===== config.mk =====
export PLATFORM = sky130hd
export DESIGN_NAME = ifetch_align_flat
export DESIGN_NICKNAME = d
export VERILOG_FILES = /design/src/rtl/ifetch_align_if.sv /design/src/rtl/ifetch_align.sv /design/src/flat_wrapper.sv
export SDC_FILE = /design/constraint.sdc
export NUM_CORES = 1
export LEC_CHECK = 0
export ABC_AREA = 1
export BUFFER_PORTS_ARGS = -buffer_cell sky130_fd_sc_hd__buf_2
export CAP_MARGIN = 20
export CORE_MARGIN = 2
export CORE_UTILIZATION = 40
export CTS_BUF_LIST = sky130_fd_sc_hd__clkbuf_4 sky130_fd_sc_hd__clkbuf_8
export CTS_CLUSTER_SIZE = 40
export DETAILED_ROUTE_END_ITERATION = 7
export GPL_ROUTABILITY_DRIVEN = 0
export HOLD_SLACK_MARGIN = 0.05
export MAX_ROUTING_LAYER = met4
export PLACE_DENSITY_LB_ADDON = 0.12
export SETUP_SLACK_MARGIN = 0.2
export SLEW_MARGIN = 10
export SYNTH_ARGS = -nofsm -noshare
export SYNTH_HDL_FRONTEND = slang
export SYNTH_SLANG_ARGS = --single-unit

===== constraint.sdc =====
create_clock -name clk -period 2 [get_ports clk]
set_input_delay 0.2 -clock clk [delete_from_list [all_inputs] [get_ports clk]]
set_output_delay 0.2 -clock clk [all_outputs]
set_load 0.1 [all_outputs]

===== src/rtl/ifetch_align_if.sv =====
// Fetch-stage bus bundle: instruction-memory read port plus the IR handshake to decode.
interface ifetch_align_if;
    logic        imem_req;
    logic [31:0] imem_addr;
    logic        imem_ack;
    logic [31:0] imem_rdata;
    logic [31:0] ir;
    logic        ir_valid;
    logic        ir_ready;
    logic        ir_c;
    logic        pc_load;

    modport master (output imem_req, imem_addr, ir, ir_valid, ir_c, pc_load,
                    input  imem_ack, imem_rdata, ir_ready);
    modport slave  (input  imem_req, imem_addr, ir, ir_valid, ir_c, pc_load,
                    output imem_ack, imem_rdata, ir_ready);
endinterface


===== src/rtl/ifetch_align.sv =====
// Instruction fetch/align stage: one aligned IR per handshake from 32-bit memory words.
// Define IFETCH_C_EXT_EN for halfword PCs and 16-bit compressed instructions (spare-halfword buffer).
module ifetch_align (
    input  logic           clk,
    input  logic           rst,
    input  logic [31:0]    PC,
    input  logic           flush,
    ifetch_align_if.master bus
);
    typedef enum logic [1:0] {S_FETCH, S_FETCH2, S_VALID, S_DRAIN} state_t;

    state_t      state, state_n;
    logic [31:0] ir_q, ir_n;
    logic        ir_c_q, ir_c_n;
    logic [31:0] addr_q;
    logic        req;
    logic [31:0] addr;
    logic        pc_load;
    logic [31:0] word_addr;

    assign word_addr = {PC[31:2], 2'b00};

`ifdef IFETCH_C_EXT_EN
    logic [15:0] spare, spare_n;
    logic        spare_valid, spare_valid_n;
    logic [31:0] spare_addr, spare_addr_n;
    logic        spare_hit;

    function automatic logic is_comp(input logic [15:0] h);
        return h[1:0] != 2'b11;
    endfunction

    assign spare_hit = spare_valid && (spare_addr == PC);
`else
    logic unused_pc_bits;
    assign unused_pc_bits = ^PC[1:0];
`endif

    always_comb begin
        state_n = state;
        ir_n    = ir_q;
        ir_c_n  = ir_c_q;
        req     = 1'b0;
        addr    = word_addr;
        pc_load = 1'b0;
`ifdef IFETCH_C_EXT_EN
        spare_n       = spare;
        spare_valid_n = spare_valid;
        spare_addr_n  = spare_addr;
`endif
        case (state)
            S_FETCH: begin
`ifdef IFETCH_C_EXT_EN
                if (PC[1] && spare_hit) begin
                    // Upper half of the previous word already on hand: no memory access.
                    if (is_comp(spare)) begin
                        ir_n          = {16'h0000, spare};
                        ir_c_n        = 1'b1;
                        spare_valid_n = 1'b0;
                        state_n       = S_VALID;
                    end else begin
                        state_n = S_FETCH2;
                    end
                end else begin
                    req = 1'b1;
                    if (bus.imem_ack) begin
                        if (PC[1]) begin
                            spare_n       = bus.imem_rdata[31:16];
                            spare_addr_n  = PC;
                            spare_valid_n = 1'b0;
                            if (is_comp(bus.imem_rdata[31:16])) begin
                                ir_n    = {16'h0000, bus.imem_rdata[31:16]};
                                ir_c_n  = 1'b1;
                                state_n = S_VALID;
                            end else begin
                                state_n = S_FETCH2;
                            end
                        end else if (is_comp(bus.imem_rdata[15:0])) begin
                            ir_n          = {16'h0000, bus.imem_rdata[15:0]};
                            ir_c_n        = 1'b1;
                            spare_n       = bus.imem_rdata[31:16];
                            spare_addr_n  = PC + 32'd2;
                            spare_valid_n = 1'b1;
                            state_n       = S_VALID;
                        end else begin
                            ir_n          = bus.imem_rdata;
                            ir_c_n        = 1'b0;
                            spare_valid_n = 1'b0;
                            state_n       = S_VALID;
                        end
                    end
                end
`else
                req = 1'b1;
                if (bus.imem_ack) begin
                    ir_n    = bus.imem_rdata;
                    state_n = S_VALID;
                end
`endif
            end
`ifdef IFETCH_C_EXT_EN
            S_FETCH2: begin
                // Second word supplies the upper half of a 32-bit instruction straddling words.
                req  = 1'b1;
                addr = word_addr + 32'd4;
                if (bus.imem_ack) begin
                    ir_n          = {bus.imem_rdata[15:0], spare};
                    ir_c_n        = 1'b0;
                    spare_n       = bus.imem_rdata[31:16];
                    spare_addr_n  = PC + 32'd4;
                    spare_valid_n = 1'b1;
                    state_n       = S_VALID;
                end
            end
`endif
            S_VALID: begin
                if (bus.ir_ready) begin
                    pc_load = 1'b1;
                    state_n = S_FETCH;
                end
            end
            S_DRAIN: begin
                req  = 1'b1;
                addr = addr_q;
                if (bus.imem_ack) state_n = S_FETCH;
            end
            default: state_n = S_FETCH;
        endcase

        // Redirect wins over everything; an unanswered request must still be drained.
        if (flush) begin
            pc_load = 1'b0;
            ir_n    = ir_q;
            ir_c_n  = ir_c_q;
            state_n = (req && !bus.imem_ack) ? S_DRAIN : S_FETCH;
`ifdef IFETCH_C_EXT_EN
            spare_valid_n = 1'b0;
`endif
        end
    end

    always_ff @(posedge clk or posedge rst) begin
        if (rst) begin
            state  <= S_FETCH;
            ir_q   <= 32'h0;
            ir_c_q <= 1'b0;
            addr_q <= 32'h0;
`ifdef IFETCH_C_EXT_EN
            spare       <= 16'h0;
            spare_valid <= 1'b0;
            spare_addr  <= 32'h0;
`endif
        end else begin
            state  <= state_n;
            ir_q   <= ir_n;
            ir_c_q <= ir_c_n;
            if (req) addr_q <= addr;
`ifdef IFETCH_C_EXT_EN
            spare       <= spare_n;
            spare_valid <= spare_valid_n;
            spare_addr  <= spare_addr_n;
`endif
        end
    end

    assign bus.imem_req  = req;
    assign bus.imem_addr = addr;
    assign bus.ir        = ir_q;
    assign bus.ir_valid  = (state == S_VALID);
    assign bus.ir_c      = ir_c_q;
    assign bus.pc_load   = pc_load;
endmodule


===== src/flat_wrapper.sv =====
// flat-port wrapper written by rule: the top's interface ports become plain ports
module ifetch_align_flat 
  (clk, rst, PC, flush, bus_imem_req, bus_imem_addr, bus_ir, bus_ir_valid, bus_ir_c, bus_pc_load, bus_imem_ack, bus_imem_rdata, bus_ir_ready);
  ifetch_align_if bus_i ();
  input  logic clk;
  input  logic rst;
  input  logic [31:0] PC;
  input  logic flush;
  output wire logic [$bits(bus_i.imem_req)-1:0] bus_imem_req;
  output wire logic [$bits(bus_i.imem_addr)-1:0] bus_imem_addr;
  output wire logic [$bits(bus_i.ir)-1:0] bus_ir;
  output wire logic [$bits(bus_i.ir_valid)-1:0] bus_ir_valid;
  output wire logic [$bits(bus_i.ir_c)-1:0] bus_ir_c;
  output wire logic [$bits(bus_i.pc_load)-1:0] bus_pc_load;
  input wire logic [$bits(bus_i.imem_ack)-1:0] bus_imem_ack;
  input wire logic [$bits(bus_i.imem_rdata)-1:0] bus_imem_rdata;
  input wire logic [$bits(bus_i.ir_ready)-1:0] bus_ir_ready;
  assign bus_imem_req = bus_i.imem_req;
  assign bus_imem_addr = bus_i.imem_addr;
  assign bus_ir = bus_i.ir;
  assign bus_ir_valid = bus_i.ir_valid;
  assign bus_ir_c = bus_i.ir_c;
  assign bus_pc_load = bus_i.pc_load;
  assign bus_i.imem_ack = bus_imem_ack;
  assign bus_i.imem_rdata = bus_imem_rdata;
  assign bus_i.ir_ready = bus_ir_ready;
  ifetch_align u_core (.clk(clk), .rst(rst), .PC(PC), .flush(flush), .bus(bus_i));
endmodule

Word level (Yosys, flattened, before mapping)

Index checks and enable logic that the tools add are counted.
W data, S select, Z words.

Logic and storage cells: 26
Register bits after elaboration: 66
Output and inout bits: 68

Eq/ne operators: 5
Mux-type cells: 11
Bitwise logic cells: 1
Reductions and logical operators: 6

Operators with widths:

| cell                 | number |
|---|---|
| $mux W32             | 1 |
| $mux W2              | 5 |
| $ne A3 B3 Y1 const B | 2 |
| $pmux W2 S3          | 1 |
| $reduce_and A3 Y1    | 2 |
| $eq A2 B2 Y1 const B | 2 |
| $mux W1              | 4 |
| $ne A3 B2 Y1 const B | 1 |
| $logic_not A2 Y1     | 1 |
| $reduce_or A2 Y1     | 1 |
| $logic_and A1 B1 Y1  | 1 |
| $logic_not A1 Y1     | 1 |
| $not A1 Y1           | 1 |

Depth between registers and ports, before layout

Gate-level depths: netlist (run 1).

Word-level depth: 6
Gate-level depth with buffers: 8
Gate-level depth less buffers: 8

Worst setup path after synthesis (run 1)

No wires, ideal clock.

Path kind: reg-to-output
Start point: register u_core.state[0]
End point: output port bus_pc_load
Setup slack: -0.877 ns
Arrival: 2.677 ns
Required time: 1.800 ns
Cell stages (with the launch flop): 5
Buffers on the path: 0
Path through: dfrtp_1 inv_1 ha_1 nand2_1 nor2_1

Longest elaborated chain between the ends: 3

Ends and longest elaborated chain:

| what                     | RTL line            | RTL |
|---|---|---|
| start: declaration       | ifetch_align.sv:12  | `state_t state, state_n;` |
| start signal: assignment | ifetch_align.sv:154 | `state <= state_n;` |
| $eq A2 B2 Y1             | -                   |  |
| net bus_ir_valid         | flat_wrapper.sv:12  | `output wire logic [$bits(bus_i.ir_valid)-1:0] bus_ir_valid;` |
| $mux W1                  | ifetch_align.sv:51  | `case (state)` |
| $mux W1                  | ifetch_align.sv:131 | `if (flush) begin` |
| end: declaration         | flat_wrapper.sv:14  | `output wire logic [$bits(bus_i.pc_load)-1:0] bus_pc_load;` |

The timed path passes the listed nets, and every way through them passes these cells.

Worst setup path after layout (run 1)

Start point: register u_core.state[1]
End point: output port bus_imem_addr[5]

Longest elaborated chain between the ends: 2

Ends and longest elaborated chain:

| what             | RTL line           | RTL |
|---|---|---|
| $eq A2 B2 Y1     | ifetch_align.sv:51 |  |
| $mux W32         | ifetch_align.sv:51 |  |
| end: declaration | flat_wrapper.sv:10 | `output wire logic [$bits(bus_i.imem_addr)-1:0] bus_imem_addr;` |

Every way passes these cells.

==> summary.md, run 1 <==
| Metric | Value |
|---|---|
| Final period util | `between 90% and 100%` |
| Setup_tns | `0 ns` |
| Max-Cap Viols | `0` |
| Peak Freq | `546 MHz` |
| Largest net degree at the start of global routing | `34` |
| Synthesized area per cell | `roughly 8.4 µm²` |
| Drt total wl | `about 7.6 mm` |
| Vias post-DR | `between 2000 and 3000` |
| Commonest non-fill, non-tap cell in the layout | `nand2_1` |
| WS Path Type | `flop to output pin` |
| Unrepaired setup endpoints after global routing | `yes` |
| Mapped Cells | `between 300 and 400` |
| Initial Util | `approximately two fifths` |
| Most frequent cells in the layout | `166 x nand2_1, 99 x buf_2, 69 x inv_1` |
| CP Data Arrival Time | `~1.6 ns` |
| DRC violations left | `0` |
| Die ar. | `between 9000 and 10000 µm²` |
| Required time worst endpoint | `around 1.8 ns` |
| DIE WIDTH | `about 96 µm` |
| H-tree depth | `3` |
| Tot GR Track Use | `17.5%` |
| Syn-to-layout area delta | `51.0%` |
| Max Slew Vio Count | `0` |
| Post-synthesis sequential area ratio | `about half` |
| Synth unique cells | `15` |
| Mapped Area | `approximately 3400 µm²` |
| Share of cells above drive strength 1 | `between 40% and 50%` |
| Final Worst Setup Slack | `0.167 ns` |
| Final Hold Fails | `0` |
| Worst Setup End Kind | `output pin` |
| Die H | `95.7 µm` |
| Clock slew at reported path FFs | `approximately 0.070 ns` |
| First-pass GRT wire length | `approximately 12 mm` |
| Syn_nets | `between 400 and 500` |
| I/O pin count | `roughly 140` |
| Clock latency on the worst-skew pair | `about 0.33 ns` |
| Layout net count | `approximately 600` |
| Max FO, Critical Path | `18` |
| Clk root buf | `clkbuf_8` |
| Iter 0 DRT Violations | `approximately 120` |
| Core area | `around 8200 µm²` |
| Post-DP HPWL | `slightly above 5 mm` |
| CTS tree | `done` |
| Type of the most critical hold path | `input pin to flop` |
| Rows | `33` |
| Initial antenna violation count | `0` |
| Deepest clock path buffer count | `2` |
| Drt wl/cell | `between 10 and 15 µm` |
| Place WS | `between 0.3 and 0.4 ns` |
| Fillcell total | `between 700 and 800` |
| Antenna Nets Post-Route | `0` |
| Count of state elements after synthesis | `66` |
| Number of detailed-routing iterations run before antenna repair | `4` |
| Final setup fails | `0` |
| Grt total ovfl | `0` |
| Status | `complete, no violations` |
| Post-DR vias/cell | `between 4 and 5` |
| Period minus WS final | `about 1.8 ns` |
| CTS buffer count | `9` |
| Worst Setup Start Kind | `flop` |
| Skew final | `~0.0042 ns` |
| ANT cells | `0` |
| Clock Sinks | `66` |
| I/O Buffers | `~130` |
| Synthesis Warnings | `0` |
| Vias in the first global route | `2763` |
worst max-delay path: stages (launching register included):
cell and delay (ns):
dfrtp_2 0.46, ha_4 0.23, buf_16 0.21, o21ai_4 0.20, buf_12 0.19
synthesized netlist by cell type:
library cell	instances	share of area [%]
inv_1	70	7.8
nand3_4	1	0.52
o21a_1	2	0.45
ha_1	4	1.5
nand3_1	1	0.15
nand2_1	166	19
nor2_1	4	0.45
clkbuf_1	3	0.33
conb_1	1	0.11
buf_4	5	1.1
dfrtp_1	66	49
o21ai_2	62	16
inv_2	1	0.11
buf_2	3	0.45
buf_6	10	3.3
what timing repair did:
item,4_1_cts,5_1_grt
setup endpoints to repair,29,32
buffers inserted,2,2
resized for setup,31,6
gates cloned,1,0
hold endpoints to repair,14,0
hold buffers,1,0
pin swaps,2,12
registers in the layout, indices dropped and copies added, names as in the netlist:
signal,cells
u_core.state,2
u_core.bus.ir,32
u_core.addr_q,32
routing by layer:
metal,track usage [%],share of wire (%)
met1,21.7,43
met2,28.1,49
met3,4.15,7.0
met4,6.43,0.62
met5,-,0
final timing paths:
path	slack, ns	startpoint	to	cells past startpoint
min	0.10	bus_imem_rdata[6]	u_core.bus.ir[6]$_DFFE_PP0P_	3
min reg2reg	0.48	u_core.addr_q[18]$_DFFE_PP0P_	u_core.addr_q[18]$_DFFE_PP0P_	2
min in group asynchronous	0.40	rst	u_core.bus.ir[6]$_DFFE_PP0P_	3
max reg2reg	0.40	u_core.state[0]$_DFFE_PP0P_	u_core.bus.ir[23]$_DFFE_PP0P_	6
max	0.17	u_core.state[1]$_DFFE_PP0P_	bus_imem_addr[5]	4
max in group asynchronous	1.04	rst	u_core.addr_q[31]$_DFFE_PP0P_	4
logic make-up after synthesis:
logic type	count (synthesis)	synth area share, %
flip-flops	66	49.1
other	1	0.111
AND/OR/NAND/NOR	172	19.6
buffers and inverters	92	13.2
AO/OA/AOI/OAI	64	16.6
adder cells (fa/ha/maj)	4	1.49
metrics by stage:
stage | std cells | utilization [%] | instance area (µm²) | hold WS, ns
6_report | 647 | 62.2 | 5080 | 0.101
4_1_cts | 645 | 61.6 | 5030 | 0.0813
5_1_grt | 647 | 62.2 | 5080 | 0.0944
2_1_floorplan | 399 | - | 3380 | 0.335
3_3_place_gp | 625 | 55.9 | 4570 | 0.204
3_5_place_dp | 625 | 55.9 | 4570 | 0.213
area by class of cell:
cell class / instances / area [µm²] / share of cell area, %
Timing Repair Buffer: 148 / 1310 / 25.8
Clock inverter: 5 / 52.6 / 1.03
Inverter: 71 / 270 / 5.32
Clock buffer: 11 / 151 / 2.98
Multi-Input combinational cell: 241 / 1510 / 29.8
Tap cell: 105 / 131 / 2.58
Sequential cell: 66 / 1650 / 32.5
Power of run 1 is left out: the tool's default activity adds up to more than one toggle a clock period on the data nets, which glitch-free logic cannot reach.
==> run 2: changes to the inputs <==
- ABC_AREA: 1 -> not set
- CORE_ASPECT_RATIO: not set -> 0.7
- CORE_UTILIZATION: 40 -> 43
==> run 2 against run 1 <==
  * Global-route usage is 1.1 points higher
  * Setup slack lost 0.0051 ns
  * First-iteration DRC count shrank 69%
  * Die area down 11%
  * Flip-flop and latch count did not move
  * Via count down 27%
  * Clock skew is 0.0058 ns higher
  * Worst hold slack got worse by 0.013 ns
  * Synthesized area shrank 5.3%
  * Largest cell class unchanged
==> summary.md, run 2 <==
| Metric | Value |
|---|---|
| Worst Setup End Kind | `output pin` |
| Hold slack | `0.0881 ns` |
| Worst-Margin Slew | `0.569 ns` |
| CTS tree | `done` |
| Dpl cell area | `about 4000 µm²` |
| Post-DP HPWL | `~4.6 mm` |
| DIE WIDTH | `~110 µm` |
| Tot GR Track Use | `between 10% and 20%` |
| Layout net count | `around 410` |
| Final Hold Fails | `0` |
| Core area | `a little over 7000 µm²` |
| Antenna Nets Post-Route | `0` |
| Required time worst endpoint | `between 1.5 and 2 ns` |
| Initial Util | `about 44%` |
| First-pass GRT wire length | `11.4 mm` |
| Commonest non-fill, non-tap cell in the layout | `buf_2` |
| Die ar. | `8130 µm²` |
| Deepest clock path buffer count | `2` |
| Max Slew Vio Count | `0` |
| Synthesis Warnings | `0` |
| I/O pin count | `137` |
| Period minus WS final | `1.84 ns` |
| Reg2reg end | `u_core.addr_q[25]$_DFFE_PP0P_` |
| Clock latency on the worst-skew pair | `approximately 0.33 ns` |
| Most instantiated cells after synthesis | `66 x dfrtp_1, 60 x mux2_4, 30 x mux2_2` |
| CP Data Arrival Time | `1.64 ns` |
| Final period util | `91.9%` |
| H-tree depth | `3` |
| Post-synth top area cell | `dfrtp_1` |
| Largest net degree at the start of global routing | `42` |
| Slew HR | `between 60% and 70%` |
| Fillcell total | `approximately 530` |
| Max-Cap Viols | `0` |
| Synth unique cells | `20` |
| Share of cells above drive strength 1 | `75.1%` |
| CTS buffer count | `9` |
| Post-synth EDFFs | `0` |
| Count of state elements after synthesis | `66` |
| Final setup fails | `0` |
| Most used DFF post-synth | `dfrtp_1` |
| R2R Path Start | `u_core.state[1]$_DFFE_PP0P_` |
| Initial antenna violation count | `0` |
| Hold EP | `u_core.bus.ir[6]$_DFFE_PP0P_` |
| Area contributors post-synth | `dfrtp_1 52%, mux2_4 28%, mux2_2 11%, buf_6 2.1%, ha_1 1.6%` |
| Mapped Area | `approximately 3200 µm²` |
| DRC violations left | `0` |
| Hold path startpoint | `bus_imem_rdata[6]` |
| Drt wl/cell | `around 16 µm` |
| Post-DR vias/cell | `between 4 and 5` |
| Syn_nets | `about 270` |
| Clk root buf | `clkbuf_8` |
| Worst r2r path cells | `6` |
| Post-synthesis sequential area ratio | `between 50% and 60%` |
| Vias post-DR | `2104` |
| Type of the most critical hold path | `input pin to flop` |
| Grt total ovfl | `0` |
| Most frequent cells in the layout | `99 x buf_2, 64 x dfrtp_1, 60 x mux2_4` |
| Peak Freq | `about 540 MHz` |
| Fraction of registers with async set/reset | `100%` |
| Final std cell area, no fill | `4770 µm²` |
| Unrepaired setup endpoints after global routing | `yes` |
| Max FO, Critical Path | `17` |
| Worst Setup Start Kind | `flop` |
| I/O Buffers | `~130` |
| Synthesized area per cell | `around 16 µm²` |
| Mapped Cells | `roughly 190` |
| Rows | `26` |
| Final core utilization | `approximately 66%` |
| Yosys top cell area share | `about half` |
| Setup_tns | `0 ns` |
| Vias in the first global route | `between 2000 and 2500` |
| Most frequent cell after synthesis | `dfrtp_1` |
| Cells on Worst Hold Path | `2` |
| Skew final | `between 0.009 and 0.01 ns` |
| Drt total wl | `~7 mm` |
| WS Path Type | `flop to output pin` |
| Status | `complete, no violations` |
| ANT cells | `0` |
| Clock slew at reported path FFs | `roughly 0.07 ns` |
| Die H | `~76 µm` |
| Clock Sinks | `66` |
| Iter 0 DRT Violations | `37` |
| Syn-to-layout area delta | `49.5%` |
| Number of detailed-routing iterations run before antenna repair | `4` |
| Reg2Reg Setup Slack | `0.36 ns` |
-- run 2: cell types whose count changed after synthesis, moves of 30 or more --
cell and change:
mux2_4 +60, o21ai_2 -62, mux2_2 +30, nand2_1 -165, inv_1 -65
-- run 2: per-stage QoR --
step	setup slack, ns	std cells
4_1_cts	0.110	440
2_1_floorplan	0.131	194
3_5_place_dp	0.272	420
6_report	0.162	440
5_1_grt	0.104	440
3_3_place_gp	0.296	420
-- run 2: worst max-delay path by stage --
stage | start | to | slack [ns] | depth (start not counted)
detailed placement | u_core.state[1]$_DFFE_PP0P_ | bus_imem_addr[27] | 0.27 | 4
CTS | u_core.state[0]$_DFFE_PP0P_ | bus_imem_addr[13] | 0.11 | 4
floorplan | u_core.state[0]$_DFFE_PP0P_ | bus_pc_load | 0.13 | 4
global route | u_core.state[1]$_DFFE_PP0P_ | bus_imem_addr[13] | 0.10 | 4
global placement | u_core.state[1]$_DFFE_PP0P_ | bus_imem_addr[27] | 0.30 | 4
finish | u_core.state[1]$_DFFE_PP0P_ | bus_imem_addr[13] | 0.16 | 4
-- run 2: repair_timing --
action,in CTS,in global routing
setup endpoints to repair,34,35
resized for setup,60,57
hold buffers,1,0
setup buffers,3,0
hold endpoints to repair,25,0
cloned,1,0
-- run 2: routing by layer --
layer,up-vias,share of wire (%),global-route usage [%]
met5,-,0,-
met4,0,0.76,4.68
met3,8,6.2,5.99
met2,70,49,28.2
met1,1060,44,24.6
li1,966,-,-
-- run 2: area by class of cell --
type                    count  area [µm²]  share of cell area [%]
flip-flops and latches     66        1650                    34.7
multi-input cells         113        1460                    30.7
repair buffers            143        1310                    27.5
clock buffers              12         153                    3.20
well taps                  98         123                    2.57
clock inverters             3        40.0                   0.840
inverters                   5        22.5                   0.472
-- run 2: cells by family (layout without fill, tap and decap cells) --
kind of cell / after synthesis / after routing / synth area share [%]
AOI/OAI and AO/OA: 8 / 8 / 1.73
adders and majority gates: 4 / 4 / 1.57
muxes: 92 / 92 / 39.5
and+or+nand+nor: 8 / 8 / 1.84
DFF: 66 / 66 / 51.8
buffers and inverters: 15 / 163 / 3.41
other: 1 / 1 / 0.118
-- run 2: worst max-delay path, cell delays in order (launching register included) --
cell and delay, ns:
dfrtp_2 0.44, ha_4 0.19, buf_12 0.16, mux2_4 0.33, buf_12 0.17
Power of run 2 is left out for the same reason.
